==> src/rtl/sprite_pkg.sv <==
// Shared types and constants for the sprite palette arbiter and its flash FSMs.
package sprite_pkg;

    localparam int RGB_W = 12;
    localparam logic [RGB_W-1:0] RGB_WHITE = 12'hFFF;

    typedef enum logic [1:0] {
        IDLE      = 2'd0,
        FLASH_ON  = 2'd1,
        FLASH_OFF = 2'd2
    } flash_state_e;

    // Transparent pixels always pass through so the mixer downstream can key them out.
    function automatic logic [RGB_W-1:0] pixel_colour(
        input logic [RGB_W-1:0] rgb,
        input logic             is_transparent,
        input logic             flash_on
    );
        logic [RGB_W-1:0] result;
        if (is_transparent) begin
            result = rgb;
        end else if (flash_on) begin
            result = RGB_WHITE;
        end else begin
            result = rgb;
        end
        return result;
    endfunction

endpackage

==> src/rtl/hit_flash_fsm.sv <==
// Per-player hit flash: alternates white/normal every TOGGLE_FRAMES frames for FLASH_FRAMES frames.
module hit_flash_fsm
    import sprite_pkg::*;
#(
    parameter int FLASH_FRAMES  = 8,
    parameter int TOGGLE_FRAMES = 2
) (
    input  logic Clk,
    input  logic Reset,
    input  logic frame_start,
    input  logic hit,
    output logic flash_on
);

    localparam logic [7:0] FRAME_LOAD = 8'(FLASH_FRAMES);
    localparam logic [7:0] PHASE_LOAD = 8'(TOGGLE_FRAMES);

    flash_state_e state_q;
    logic [7:0]   frame_q;
    logic [7:0]   phase_q;
    logic [7:0]   frame_dec_d;
    logic [7:0]   phase_dec_d;

    // Decremented counter values used when a frame boundary is counted.
    always_comb begin
        frame_dec_d = frame_q - 8'd1;
        phase_dec_d = phase_q - 8'd1;
    end

    // Flash state machine; a hit wins over a simultaneous frame_start.
    always_ff @(posedge Clk) begin
        if (Reset) begin
            state_q <= IDLE;
            frame_q <= 8'd0;
            phase_q <= 8'd0;
        end else if (hit) begin
            state_q <= FLASH_ON;
            frame_q <= FRAME_LOAD;
            phase_q <= PHASE_LOAD;
        end else if (frame_start) begin
            case (state_q)
                FLASH_ON, FLASH_OFF: begin
                    if (frame_dec_d == 8'd0) begin
                        state_q <= IDLE;
                        frame_q <= 8'd0;
                        phase_q <= 8'd0;
                    end else if (phase_dec_d == 8'd0) begin
                        state_q <= (state_q == FLASH_ON) ? FLASH_OFF : FLASH_ON;
                        frame_q <= frame_dec_d;
                        phase_q <= PHASE_LOAD;
                    end else begin
                        state_q <= state_q;
                        frame_q <= frame_dec_d;
                        phase_q <= phase_dec_d;
                    end
                end
                IDLE: begin
                    state_q <= IDLE;
                    frame_q <= frame_q;
                    phase_q <= phase_q;
                end
                default: begin
                    state_q <= IDLE;
                    frame_q <= 8'd0;
                    phase_q <= 8'd0;
                end
            endcase
        end else begin
            state_q <= state_q;
            frame_q <= frame_q;
            phase_q <= phase_q;
        end
    end

    assign flash_on = (state_q == FLASH_ON);

endmodule

==> src/rtl/sprite_palette_arbiter.sv <==
// Round-robin share of one combinational palette between two sprite renderers,
// with per-player hit flash applied to the registered pixel colour.
module sprite_palette_arbiter
    import sprite_pkg::*;
#(
    parameter int         FLASH_FRAMES    = 8,
    parameter int         TOGGLE_FRAMES   = 2,
    parameter logic [3:0] TRANSPARENT_IDX = 4'hF
) (
    input  logic             Clk,
    input  logic             Reset,
    input  logic             frame_start,
    input  logic [1:0]       req,
    input  logic [3:0]       index_p1,
    input  logic [3:0]       index_p2,
    input  logic             hit_p1,
    input  logic             hit_p2,
    output logic [1:0]       gnt,
    output logic [3:0]       pal_index,
    input  logic [RGB_W-1:0] pal_rgb,
    output logic             rgb_valid,
    output logic             rgb_id,
    output logic             transparent,
    output logic [3:0]       red,
    output logic [3:0]       green,
    output logic [3:0]       blue
);

    logic             last_p2_q;
    logic             valid_q;
    logic             id_q;
    logic             transp_q;
    logic [RGB_W-1:0] rgb_q;

    logic [1:0]       gnt_s;
    logic [3:0]       index_s;
    logic             sel_flash_s;
    logic             sel_transp_s;
    logic             p1_flash_on_s;
    logic             p2_flash_on_s;

    hit_flash_fsm #(
        .FLASH_FRAMES (FLASH_FRAMES),
        .TOGGLE_FRAMES(TOGGLE_FRAMES)
    ) u_flash_p1 (
        .Clk        (Clk),
        .Reset      (Reset),
        .frame_start(frame_start),
        .hit        (hit_p1),
        .flash_on   (p1_flash_on_s)
    );

    hit_flash_fsm #(
        .FLASH_FRAMES (FLASH_FRAMES),
        .TOGGLE_FRAMES(TOGGLE_FRAMES)
    ) u_flash_p2 (
        .Clk        (Clk),
        .Reset      (Reset),
        .frame_start(frame_start),
        .hit        (hit_p2),
        .flash_on   (p2_flash_on_s)
    );

    // Grant and palette index; last_p2_q resets high so P1 wins the first contention.
    always_comb begin
        gnt_s        = 2'b00;
        index_s      = 4'h0;
        sel_flash_s  = 1'b0;
        sel_transp_s = 1'b0;
        if (Reset) begin
            gnt_s = 2'b00;
        end else begin
            case (req)
                2'b01:   gnt_s = 2'b01;
                2'b10:   gnt_s = 2'b10;
                2'b11:   gnt_s = last_p2_q ? 2'b01 : 2'b10;
                default: gnt_s = 2'b00;
            endcase
        end
        if (gnt_s[0]) begin
            index_s     = index_p1;
            sel_flash_s = p1_flash_on_s;
        end else if (gnt_s[1]) begin
            index_s     = index_p2;
            sel_flash_s = p2_flash_on_s;
        end else begin
            index_s     = 4'h0;
            sel_flash_s = 1'b0;
        end
        sel_transp_s = (gnt_s != 2'b00) && (index_s == TRANSPARENT_IDX);
    end

    // Round-robin history and registered pixel result.
    always_ff @(posedge Clk) begin
        if (Reset) begin
            last_p2_q <= 1'b1;
            valid_q   <= 1'b0;
            id_q      <= 1'b0;
            transp_q  <= 1'b0;
            rgb_q     <= {RGB_W{1'b0}};
        end else if (gnt_s != 2'b00) begin
            last_p2_q <= gnt_s[1];
            valid_q   <= 1'b1;
            id_q      <= gnt_s[1];
            transp_q  <= sel_transp_s;
            rgb_q     <= pixel_colour(pal_rgb, sel_transp_s, sel_flash_s);
        end else begin
            last_p2_q <= last_p2_q;
            valid_q   <= 1'b0;
            id_q      <= 1'b0;
            transp_q  <= 1'b0;
            rgb_q     <= {RGB_W{1'b0}};
        end
    end

    assign gnt         = gnt_s;
    assign pal_index   = index_s;
    assign rgb_valid   = valid_q;
    assign rgb_id      = id_q;
    assign transparent = transp_q;
    assign red         = rgb_q[11:8];
    assign green       = rgb_q[7:4];
    assign blue        = rgb_q[3:0];

endmodule
==> config.mk <==
export PLATFORM = sky130hd
export DESIGN_NAME = sprite_palette_arbiter
export DESIGN_NICKNAME = d
export VERILOG_FILES = /design/src/rtl/sprite_pkg.sv /design/src/rtl/hit_flash_fsm.sv /design/src/rtl/sprite_palette_arbiter.sv
export SDC_FILE = /design/constraint.sdc
export NUM_CORES = 1
export LEC_CHECK = 0
export BUFFER_PORTS_ARGS = -buffer_cell sky130_fd_sc_hd__buf_2
export CAP_MARGIN = 20
export CORE_MARGIN = 5
export CORE_UTILIZATION = 51
export DETAILED_ROUTE_END_ITERATION = 8
export PLACE_DENSITY = 0.76
export SYNTH_ARGS = -nofsm -noshare
export SYNTH_HDL_FRONTEND = slang
export SYNTH_HIERARCHICAL = 1
export SYNTH_SLANG_ARGS = --single-unit
==> constraint.sdc <==
create_clock -name Clk -period 2.4 [get_ports Clk]
set_input_delay 0.24 -clock Clk [delete_from_list [all_inputs] [get_ports Clk]]
set_output_delay 0.24 -clock Clk [all_outputs]
set_load 0.03 [all_outputs]
==> results.sh <==
export IMPL_status="completed"
export IMPL_clkTransAtPathRegs_ns=0.10
export IMPL_cp_cell_sequence="inv_1 > ha_2 > or3b_4 > or4_4 > a311o_2 > nor4_4 > a211o_1"
export IMPL_worstSetupStartpointType="flip-flop"
export IMPL_h_tree_depth=2
export IMPL_hold_path_class="input port to flip-flop"
export IMPL_crit_family="simple AND/OR/NAND/NOR gates"
export IMPL_cts_sinks=52
export IMPL_async_flop_share_pct=0
export IMPL_clk_path_buf_depth=2
export IMPL_nets=450
export IMPL_die_height_um=86.09
export IMPL_coreArea_um2=5574
export IMPL_ys_types=56
export IMPL_clk_latency_ns=0.31
export IMPL_synth_seq_area_share_pct=35.25
export IMPL_path_buf_inv=1
export IMPL_synth_top_cell_area_share_pct=35.25
export IMPL_worst_ir_drop_vdd_mv=0.3723
export IMPL_die_width_um=86.09
export IMPL_synth_avg_cell_area_um2=8.180
export IMPL_routed_wirelength_mm=7.139
export IMPL_io_buffer_count=47
export IMPL_fillCellCount=497
export IMPL_dr_wl_met3_um=269
export IMPL_area_growth_pct=17.58
export IMPL_wl_met2_mm=3.602
export IMPL_ys_warn_count=6
export IMPL_crit_arrival_ns=2.58
export IMPL_synth_seq_cells=52
export IMPL_setup_viol=0
export IMPL_syn_nets=400
export IMPL_synth_largest_area_cell="dfxtp_1"
export IMPL_root_buffer="clkbuf_8"
export IMPL_core_rowCount=27
export IMPL_wl_per_cell_um=14.75
export IMPL_fin_skew_ns=0.008882
export IMPL_cap_violations=0
export IMPL_track_usage_pct=19.28
export IMPL_post_route_drc_count=0
export IMPL_cp_max_fo=8
export IMPL_numCtsBuffers=5
export IMPL_wl_met1_mm=3.208
export IMPL_num_vias=2784
export IMPL_max_freq_mhz=431.5
export IMPL_detail_route_first_pass_iterations=4
export IMPL_min_period_ns=2.318
export IMPL_post_drt_via_cell_ratio=5.752
export IMPL_tritoncts="done"
export IMPL_top_layer_used="met4"
export IMPL_yosysMostFrequentCell="dfxtp_1"
export IMPL_synth_common_cells="dfxtp_1 (52), nand2_1 (42), nor2_1 (42)"
export IMPL_stdcell_area_um2=3472
export IMPL_diodes=0
export IMPL_initial_core_util_pct=52.97
export IMPL_powerDensity_nw_per_um2=623.2
export IMPL_end_kind="flip-flop"
export IMPL_cpPeakStageDelay_ns=0.47
export IMPL_ios=48
export IMPL_rsz0062_at_grt="no"
export IMPL_place_congestion=0.8257
export IMPL_final_max_slew_viol_count=0
export IMPL_hold_viol=0
export IMPL_synth_edf_count=0
export IMPL_whs_ns=0.1172
export IMPL_grt_pass1_vias=2617
export IMPL_drt_iter0_drc=153
export IMPL_worstMarginPinSlew_ns=0.7243
export IMPL_hpwl_mm=5.088
export IMPL_antenna_left=0
export IMPL_critPathKind="flip-flop to flip-flop"
export IMPL_slowest_stage="a311o_2"
export IMPL_grt_max_degree=19
export IMPL_worstPathRequired_ns=2.66
export IMPL_synthCells=361
export IMPL_fin_crit_sh_pct=96.57
export IMPL_grt_remaining_overflow=0
export IMPL_grt_pass1_wl_mm=11.87
export IMPL_dpl_cell_area_um2=3278
export IMPL_synth_main_ff_cell="dfxtp_1"
export IMPL_synth_area_um2=2953
export IMPL_fp_dieArea_um2=7411
export IMPL_synthTopCellsByArea="dfxtp_1 (35%), nand2_1 (5.3%), nor2_1 (5.3%), ha_1 (5.1%), a21oi_1 (4.1%)"
export IMPL_grt_antenna_before_repair=0
export IMPL_leakagePower_nw=1.521
export IMPL_drive_gt1_share_pct=26.46
export IMPL_slew_headroom_pct=51.53
export IMPL_tns_ns=0
through the flow:
| stage | util (%) | setup WS, ns | total power [mW] | std cells |
|---|---|---|---|---|
| after floorplan | - | 0.1737 | 1.230 | 361 |
| after global placement | 58.81 | 0.1341 | 1.339 | 476 |
| after detailed placement | 58.81 | 0.07269 | 1.346 | 476 |
| after CTS | 61.86 | 0.006658 | 2.173 | 484 |
| after global routing | 62.29 | 0.004076 | 2.264 | 484 |
| final | 62.29 | 0.08237 | 2.164 | 484 |
what timing repair did:
action                                 in CTS  in global routing
hold buffers                                0                  0
setup endpoints to repair                   1                 11
endpoints found under the hold margin       0                  0
gates resized for setup                     2                  6
buffers inserted                            0                  0
pin swaps                                   1                  3
per-layer routing:
metal / up-vias / global-route usage, %
met5: - / 0
met4: 0 / 5.755
met3: 8 / 3.266
met2: 67 / 34.48
met1: 1300 / 23.45
li1: 1409 / -
final cells by class:
class / instances / area, µm² / share of cell area (%)
Clock buffer: 5 / 68.82 / 1.982
Inverter: 19 / 71.32 / 2.054
Timing Repair Buffer: 57 / 310.3 / 8.937
Sequential cell: 52 / 1042 / 30.02
Multi-Input combinational cell: 276 / 1799 / 51.82
Clock inverter: 3 / 90.09 / 2.595
Tap cell: 72 / 90.09 / 2.595
cells by family after synthesis:
kind of cell / share of synthesized area [%]
multiplexers: 0.7627
AO/OA/AOI/OAI: 22.92
buffers and inverters: 4.958
adder cells (fa/ha/maj): 5.085
flip-flops: 35.25
AND/OR/NAND/NOR: 30.42
XOR/XNOR: 0.5933
state kept, by name, indices dropped and copies added, names as in the netlist:
name / count
rgb_q: 12
u_flash_p1/frame_q: 8
u_flash_p1/phase_q: 8
u_flash_p2/frame_q: 8
u_flash_p2/phase_q: 8
u_flash_p1/state_q: 2
u_flash_p2/state_q: 2
last_p2_q: 1
rgb_id: 1
rgb_valid: 1
transparent: 1
worst paths after layout:
path | from | end | slack [ns] | depth (start not counted)
max | u_flash_p1/frame_q[1] | u_flash_p1/phase_q[7] | 0.08 | 7
min | pal_rgb[9] | rgb_q[9] | 0.12 | 3
max reg2reg | u_flash_p1/frame_q[1] | u_flash_p1/phase_q[7] | 0.08 | 7
min reg2reg | u_flash_p2/frame_q[7] | u_flash_p2/frame_q[7] | 0.52 | 2
cell usage in the layout (no fill, tap or decap), types with 6 or more instances in the layout:
| cell | n |
|---|---|
| inv_1 | 17 |
| nor3_1 | 18 |
| o21ai_0 | 9 |
| buf_4 | 10 |
| nor2_1 | 42 |
| buf_2 | 47 |
| nor4_1 | 7 |
| o31ai_1 | 10 |
| ha_1 | 10 |
| a211o_1 | 6 |
| dfxtp_1 | 51 |
| nand2b_1 | 8 |
| a21oi_1 | 24 |
| nand2_2 | 10 |
| nand2_1 | 42 |
| a21o_1 | 6 |
report_power, final:
part	switching [mW]	internal (mW)	total (mW)
Combinational	0.261	0.150	0.411
Sequential	0.0253	0.900	0.926
Clock	0.306	0.521	0.827
tightest hold or removal path, cell delays in order:
cell     delay, ns
buf_2         0.08
nand2_1       0.04
nand2_1       0.05
Power figures use the tool's default switching activity.
